--- config.mk ---
export PLATFORM = sky130hd
export DESIGN_NAME = ps2_host_tx
export DESIGN_NICKNAME = d
export VERILOG_FILES = /design/src/rtl/ps2_host_tx.sv
export SDC_FILE = /design/constraint.sdc
export NUM_CORES = 1
export LEC_CHECK = 0
export CAP_MARGIN = 40
export CORE_MARGIN = 10
export CORE_UTILIZATION = 30
export CTS_BUF_LIST = sky130_fd_sc_hd__clkbuf_4
export CTS_CLUSTER_DIAMETER = 30
export DETAILED_ROUTE_END_ITERATION = 7
export PLACE_DENSITY_LB_ADDON = 0.25
export SKIP_CTS_REPAIR_TIMING = 1
export SYNTH_ARGS = -nofsm -noshare
export SYNTH_HDL_FRONTEND = slang
export SYNTH_SLANG_ARGS = --single-unit
--- constraint.sdc ---
create_clock -name clk_i -period 3.5 [get_ports clk_i]
set_input_delay 0.875 -clock clk_i [delete_from_list [all_inputs] [get_ports clk_i]]
set_output_delay 0.875 -clock clk_i [all_outputs]
set_load 0.01 [all_outputs]
--- src/rtl/ps2_host_tx.sv ---
// PS/2 host-to-device transmitter: drives one command byte to the device
// over open-drain clock/data using a device-clocked frame with timeouts.
module ps2_host_tx #(
  parameter int CLK_FREQ_HZ      = 40000000,
  parameter int INHIBIT_US       = 100,
  parameter int START_TIMEOUT_US = 15000,
  parameter int FRAME_TIMEOUT_US = 2000,
  parameter int FILT_LEN         = 8
) (
  input  logic       clk_i,
  input  logic       res_n_i,
  input  logic [7:0] tx_data_i,
  input  logic       tx_valid_i,
  output logic       tx_ready_o,
  output logic       tx_done_o,
  output logic       tx_error_o,
  output logic       busy_o,
  input  logic       ps2_clk_i,
  input  logic       ps2_data_i,
  output logic       ps2_clk_oe_o,
  output logic       ps2_data_oe_o
);

  localparam int CYC_PER_US  = CLK_FREQ_HZ / 1000000;
  localparam int INHIBIT_CYC = CYC_PER_US * INHIBIT_US;
  localparam int START_CYC   = CYC_PER_US * START_TIMEOUT_US;
  localparam int FRAME_CYC   = CYC_PER_US * FRAME_TIMEOUT_US;
  localparam int MAX_A       = (INHIBIT_CYC > START_CYC) ? INHIBIT_CYC : START_CYC;
  localparam int MAX_CYC     = (MAX_A > FRAME_CYC) ? MAX_A : FRAME_CYC;
  localparam int TW          = $clog2(MAX_CYC + 1);
  localparam int FW          = $clog2(FILT_LEN + 1);

  localparam logic [TW-1:0] INH_LAST   = TW'(INHIBIT_CYC - 1);
  localparam logic [TW-1:0] START_LAST = TW'(START_CYC - 1);
  localparam logic [TW-1:0] FRAME_LAST = TW'(FRAME_CYC - 1);
  localparam logic [FW-1:0] FILT_LAST  = FW'(FILT_LEN - 1);

  typedef enum logic [2:0] {
    S_IDLE, S_INHIBIT, S_REQ, S_SEND, S_ACK, S_WAITREL
  } state_t;

  logic [1:0]    clk_sync_q, data_sync_q;
  logic          clk_s, data_s;
  logic          filt_q, fall_q;
  logic [FW-1:0] filt_cnt_q;

  state_t        state_q, state_d;
  logic [8:0]    shift_q, shift_d;
  logic [3:0]    bitcnt_q, bitcnt_d;
  logic [TW-1:0] timer_q, timer_d;
  logic          data_oe_q, data_oe_d;
  logic          ack_q, ack_d;
  logic          done_q, done_d;
  logic          err_q, err_d;

  assign clk_s  = clk_sync_q[1];
  assign data_s = data_sync_q[1];

  // Two-stage synchronizers; idle bus level is high.
  always_ff @(posedge clk_i or negedge res_n_i) begin
    if (!res_n_i) begin
      clk_sync_q  <= 2'b11;
      data_sync_q <= 2'b11;
    end else begin
      clk_sync_q  <= {clk_sync_q[0], ps2_clk_i};
      data_sync_q <= {data_sync_q[0], ps2_data_i};
    end
  end

  // Clock deglitch: accept a new level after FILT_LEN equal samples; strobe falls.
  always_ff @(posedge clk_i or negedge res_n_i) begin
    if (!res_n_i) begin
      filt_q     <= 1'b1;
      filt_cnt_q <= '0;
      fall_q     <= 1'b0;
    end else begin
      fall_q <= 1'b0;
      if (clk_s == filt_q) begin
        filt_cnt_q <= '0;
      end else if (filt_cnt_q == FILT_LAST) begin
        filt_q     <= clk_s;
        filt_cnt_q <= '0;
        fall_q     <= filt_q;
      end else begin
        filt_cnt_q <= filt_cnt_q + 1'b1;
      end
    end
  end

  // Frame sequencer state register.
  always_ff @(posedge clk_i or negedge res_n_i) begin
    if (!res_n_i) begin
      state_q   <= S_IDLE;
      shift_q   <= '0;
      bitcnt_q  <= '0;
      timer_q   <= '0;
      data_oe_q <= 1'b0;
      ack_q     <= 1'b0;
      done_q    <= 1'b0;
      err_q     <= 1'b0;
    end else begin
      state_q   <= state_d;
      shift_q   <= shift_d;
      bitcnt_q  <= bitcnt_d;
      timer_q   <= timer_d;
      data_oe_q <= data_oe_d;
      ack_q     <= ack_d;
      done_q    <= done_d;
      err_q     <= err_d;
    end
  end

  // Next-state logic; data only changes on a filtered falling edge.
  always_comb begin
    state_d   = state_q;
    shift_d   = shift_q;
    bitcnt_d  = bitcnt_q;
    timer_d   = timer_q + 1'b1;
    data_oe_d = data_oe_q;
    ack_d     = ack_q;
    done_d    = 1'b0;
    err_d     = 1'b0;
    case (state_q)
      S_IDLE: begin
        timer_d   = '0;
        data_oe_d = 1'b0;
        if (tx_valid_i) begin
          shift_d  = {~^tx_data_i, tx_data_i};
          bitcnt_d = '0;
          state_d  = S_INHIBIT;
        end
      end
      S_INHIBIT: begin
        data_oe_d = 1'b0;
        if (timer_q == INH_LAST) begin
          data_oe_d = 1'b1;
          timer_d   = '0;
          state_d   = S_REQ;
        end
      end
      S_REQ: begin
        if (timer_q == START_LAST) begin
          data_oe_d = 1'b0;
          err_d     = 1'b1;
          state_d   = S_IDLE;
        end else if (fall_q) begin
          data_oe_d = ~shift_q[0];
          bitcnt_d  = 4'd1;
          timer_d   = '0;
          state_d   = S_SEND;
        end
      end
      S_SEND: begin
        if (timer_q == FRAME_LAST) begin
          data_oe_d = 1'b0;
          err_d     = 1'b1;
          state_d   = S_IDLE;
        end else if (fall_q) begin
          if (bitcnt_q == 4'd9) begin
            data_oe_d = 1'b0;
            state_d   = S_ACK;
          end else begin
            data_oe_d = ~shift_q[bitcnt_q];
            bitcnt_d  = bitcnt_q + 1'b1;
          end
        end
      end
      S_ACK: begin
        data_oe_d = 1'b0;
        if (timer_q == FRAME_LAST) begin
          err_d   = 1'b1;
          state_d = S_IDLE;
        end else if (fall_q) begin
          ack_d   = ~data_s;
          state_d = S_WAITREL;
        end
      end
      S_WAITREL: begin
        timer_d   = timer_q;
        data_oe_d = 1'b0;
        if (filt_q && data_s) begin
          done_d  = ack_q;
          err_d   = ~ack_q;
          state_d = S_IDLE;
        end
      end
      default: begin
        data_oe_d = 1'b0;
        state_d   = S_IDLE;
      end
    endcase
  end

  assign tx_ready_o    = (state_q == S_IDLE);
  assign busy_o        = (state_q != S_IDLE);
  assign tx_done_o     = done_q;
  assign tx_error_o    = err_q;
  assign ps2_clk_oe_o  = (state_q == S_INHIBIT);
  assign ps2_data_oe_o = data_oe_q;

endmodule

# Yosys cells after proc, flatten, opt, wreduce, memory -nomap -nowiden
# Index checks and enable logic that the tools add are counted.
[totals] input_bits=13 ff_bits=50 elab_cells=99 output_inout_bits=6
[classes] n_addsub=3 n_reduce_logical=12 order_cmp=1 mux=41 eq_ne=23 bitwise=6
[op_table] operator="$pmux 20 s4" count=1
[op_table] operator="$mux 20" count=3
[op_table] operator="$mux 4" count=8
[op_table] operator="$mux 3" count=10
[op_table] operator="$add 20x1->20 const B" count=1
[op_table] operator="$eq 20x12->1 const B" count=1
[op_table] operator="$eq 20x17->1 const B" count=1
[op_table] operator="$eq 20x20->1 const B" count=1
[op_table] operator="$pmux 3 s6" count=1
[op_table] operator="$mux 1" count=14
[op_table] operator="$ne 2x2->1 const B" count=7
[op_table] operator="$reduce_and 7->1" count=2
[op_table] operator="$ne 3x3->1 const B" count=4
[op_table] operator="$pmux 4 s3" count=1
[op_table] operator="$add 4x1->4 const B" count=2
[op_table] operator="$reduce_xnor 8->1" count=1
[op_table] operator="$eq 3x2->1 const B" count=2
[op_table] operator="$eq 3x3->1 const B" count=2
[op_table] operator="$not 1->1" count=6
[op_table] operator="$pmux 1 s3" count=2
[op_table] operator="$reduce_and 2->1" count=3
[op_table] operator="$reduce_bool 3->1" count=2
[op_table] operator="$lt 4x5->1 const B" count=1
[op_table] operator="$bmux 1 s4" count=1
[op_table] operator="9 further kinds" count=9

# Logic depth before layout (Yosys ltp)
[depth] depth_word=7 ltp_mapped=8 depth_no_buf=8

# Worst setup path after synthesis
# No wires, ideal clock.
[synth_path] path_type="flip-flop to flip-flop" startpoint="register timer_q[14]" endpoint="register state_q[0]" path_stages_with_launch=7 period_less_slack_ns=2.080 arrival_time_ns=2.001 n_path_buf=0 setup_time_ns=0.079 required_time_ns=3.421 setup_slack_ns=1.420 path_cell_list="dfrtp_1 -> or4_4 -> nor4_4 -> a21oi_2 -> a211o_1 -> nor3_2 -> mux2i_1"
[synth_via] elab_chain_cells=3 elab_cells_between_ends=13 classes_between="8 x eq/ne; 4 x mux; 1 x reduce/logical"
[synth_rtl] element="start, declared" line="50" source="logic [TW-1:0] timer_q, timer_d;"
[synth_rtl] element="start signal, assigned" line="105" source="timer_q <= timer_d;"
[synth_rtl] element="$eq 20x17->1 (tied with other cells)" line="154, 170"
[synth_rtl] element="$ne 3x3->1 (no line) (tied with other cells)"
[synth_rtl] element="$reduce_and 7->1 (no line) / $pmux 3 s6 (equally long branches)"
[synth_rtl] element="end signal, assigned" line="102" source="state_q <= state_d;"
[synth_rtl] element="end, declared" line="47" source="state_t state_q, state_d;"
# Several ways; a longest one is shown, not always the timed one.
# A chain may end at the register's enable or synchronous reset.

# Worst setup path in the final report
[layout_path] startpoint="register state_q[0]" endpoint="output ps2_clk_oe_o"
[layout_via] elab_chain_cells=1
[layout_rtl] element="$eq 3x1->1" line="198" source="assign ps2_clk_oe_o = (state_q == S_INHIBIT);"
[layout_rtl] element="end, declared" line="20" source="output logic ps2_clk_oe_o,"
# Every way passes these cells.

==> metrics.yaml <==
finalHoldViolCount: 0
coreArea_um2: 9110
io-pin-count: 19
r2r-end: "state_q[0]"
p_sw_uw: 529
grt_pass1_vias: 1989
clockBufferDepth: 2
start_kind: "flip-flop"
fmax_mhz: 328
p_int_mw: 1.02
cts_sinks: 50
ys_seq_area_share_pct: 45.4
syn_nets: 297
timing.rr.start: "timer_q[14]"
worstPathMaxFanout: 16
htreeDepth: 2
syn_area_um2: 2770
die_w_um: 116
status: "finished, final reports clean"
clockRootBuffer: "clkbuf_4"
ant_nets: 0
cap_violations: 0
antenna_found_initial: 1
fin_crit_ns: 3.04
reg2reg_slack_ns: 1.11
layout_common_cells: "dfrtp_1 (45), nor2_1 (36), nand2_1 (26)"
grt-ovfl-total: 0
critPathLaunch: "state_q[0]"
area_delta_synth_final_pct: 12.6
clkPwrFrac_pct: 17.4
numCtsBuffers: 5
combPwrFrac_pct: 31.7
num_vias: 2026
drt_iter0_markers: 100
slew_headroom_pct: 61.0
finalNetCount: 314
final_util_pct: 34.3
crit_end: "ps2_clk_oe_o"
die_area_um2: 13500
port_buffers: 18
timing_worst_slew_pin_value_ns: 0.581
yosys.area.top_type: "dfrtp_1"
cts_tree: "yes"
drt-pass1-iter-count: 4
synth_top_cells_by_area: "dfrtp_1 (41%), xnor2_1 (5.4%), nor2_1 (4.9%), dfstp_2 (4.7%), mux2_2 (3.7%)"
drc: 0
maxSlewViolCount: 0
p_seq_share_pct: 51.0
yosysTopAreaCellShare_pct: 40.7
avgSynthCellArea_um2: 9.89
num_rows: 35
routed_via_density: 4.94
finClkSkew_ns: 0.0147
fin_crit_sh_pct: 87.0
die_h_um: 116
rsz0062_at_grt: "no"
critical_path_required_ns: 2.62
ir_drop_uv: 155
wire_per_inst_um: 13.7
grt_pass1_wl_um: 9600
synth_edf_count: 0
hpwl_um: 4210
setup.worst_path.end_class: "output pin"
finalSetupViolations: 0
synth_cell_types: 61
ys_warn_count: 0
p_leak_nw: 1.21
grt_max_degree: 35
ys_async_sr_fraction_pct: 100
setup_tns_ns: 0
layout-drive-gt1-share_pct: 14.4
start_util_pct: 30.4
p_sw_share_pct: 34.1
hp-class: "reg -> reg"
grt_usage_pct: 8.80
arrival_ns: 2.17
p_per_area_nw_per_um2: 498
clkLatencyLatePin_ns: 0.37
finalWirelength_um: 5620
clkTransAtPathRegs_ns: 0.14
rr_worst_depth: 6
gp_congestion: 0.806
synth_cells: 280
final_common_cell: "dfrtp_1"
synthFlopType: "dfrtp_1"
critical_path_class: "reg -> out"
ys_ff_latch: 50
## metrics by stage
step / instances / area, um2 / hold WS, ns / worst slack, ns / power [mW]
final: 410 / 3120 / 0.368 / 0.455 / 1.55
after global routing: 410 / 3120 / 0.373 / 0.239 / 1.68
after CTS: 409 / 3120 / 0.369 / 0.407 / 1.58
after detailed placement: 401 / 3060 / 0.349 / 0.831 / 1.30
after global placement: 401 / 3060 / 0.347 / 0.860 / 1.30
after floorplan: 280 / 2770 / 0.345 / 1.42 / 1.13
## per-layer routing
layer | up-vias | routed length, um | GRT usage, %
met3 | 8 | 184 | 2.05
met5 | - | 0 | 0
met4 | 0 | 103 | 3.92
met2 | 27 | 2640 | 13.7
met1 | 974 | 2690 | 11.4
li1 | 1017 | - | -
## critical path, cell delays in order (launching register included)
cell and delay (ns):
dfrtp_1 0.64, inv_1 0.19, nor3_1 0.37, clkdlybuf4s50_1 0.61
## synth_stat cells (all sizes together), types with 2 or more instances
master	instances
nand2	26
and2	2
and3	2
a41oi	2
nor3	16
xor2	10
o21ai	8
a21o	3
or4	2
buf	2
xnor2	17
nand4bb	2
nand4b	2
nor2b	4
o21bai	3
a21oi	10
nand3	9
nor2	36
dfrtp	45
mux2	9
dfstp	5
inv	9
o311ai	2
nand3b	2
nand4	5
mux4	2
nor4	3
nor3b	4
ha	4
a31oi	3
clkbuf	9
mux2i	3
## final cells by class
| cell class | instances | area, um2 |
|---|---|---|
| Tap cell | 111 | 139 |
| Multi-Input combinational cell | 210 | 1430 |
| Sequential cell | 50 | 1260 |
| Antenna cell | 1 | 2.50 |
| Clock buffer | 6 | 45.0 |
| Clock inverter | 2 | 12.5 |
| Fill cell | 929 | 5990 |
| Timing Repair Buffer | 21 | 198 |
| Inverter | 9 | 33.8 |
## registers in the layout, summed over array words and instances, names as in the netlist, 2 cells and up
| name | cells |
|---|---|
| timer_q | 20 |
| shift_q | 9 |
| bitcnt_q | 4 |
| filt_cnt_q | 4 |
| state_q | 3 |
| clk_sync_q | 2 |
| data_sync_q | 2 |
## cell families after synthesis
family | after synthesis | synth area share (%)
XOR/XNOR | 27 | 8.54
multiplexers | 14 | 6.37
adder cells (fa/ha/maj) | 4 | 1.81
AO/OA/AOI/OAI | 39 | 9.53
AND/OR/NAND/NOR | 126 | 25.5
flip-flops | 50 | 45.4
buffers and inverters | 20 | 2.89
## how the worst min path moves through the flow
stage                        from       endpoint  slack (ns)  cells after the start
floorplan           clk_sync_q[0]  clk_sync_q[1]        0.35                      0
global placement    clk_sync_q[0]  clk_sync_q[1]        0.35                      0
detailed placement  clk_sync_q[0]  clk_sync_q[1]        0.35                      0
CTS                 clk_sync_q[0]  clk_sync_q[1]        0.37                      0
global route        clk_sync_q[0]  clk_sync_q[1]        0.37                      0
finish              clk_sync_q[0]  clk_sync_q[1]        0.37                      0
## power groups by stage
stage / sequential, mW / clock (mW) / combinational (mW)
floorplan: 0.754 / 0 / 0.378
global placement: 0.803 / 0 / 0.494
detailed placement: 0.803 / 0 / 0.498
CTS: 0.792 / 0.288 / 0.502
global route: 0.812 / 0.312 / 0.554
finish: 0.792 / 0.270 / 0.492
Note: power is estimated with default switching activity, not from simulation.
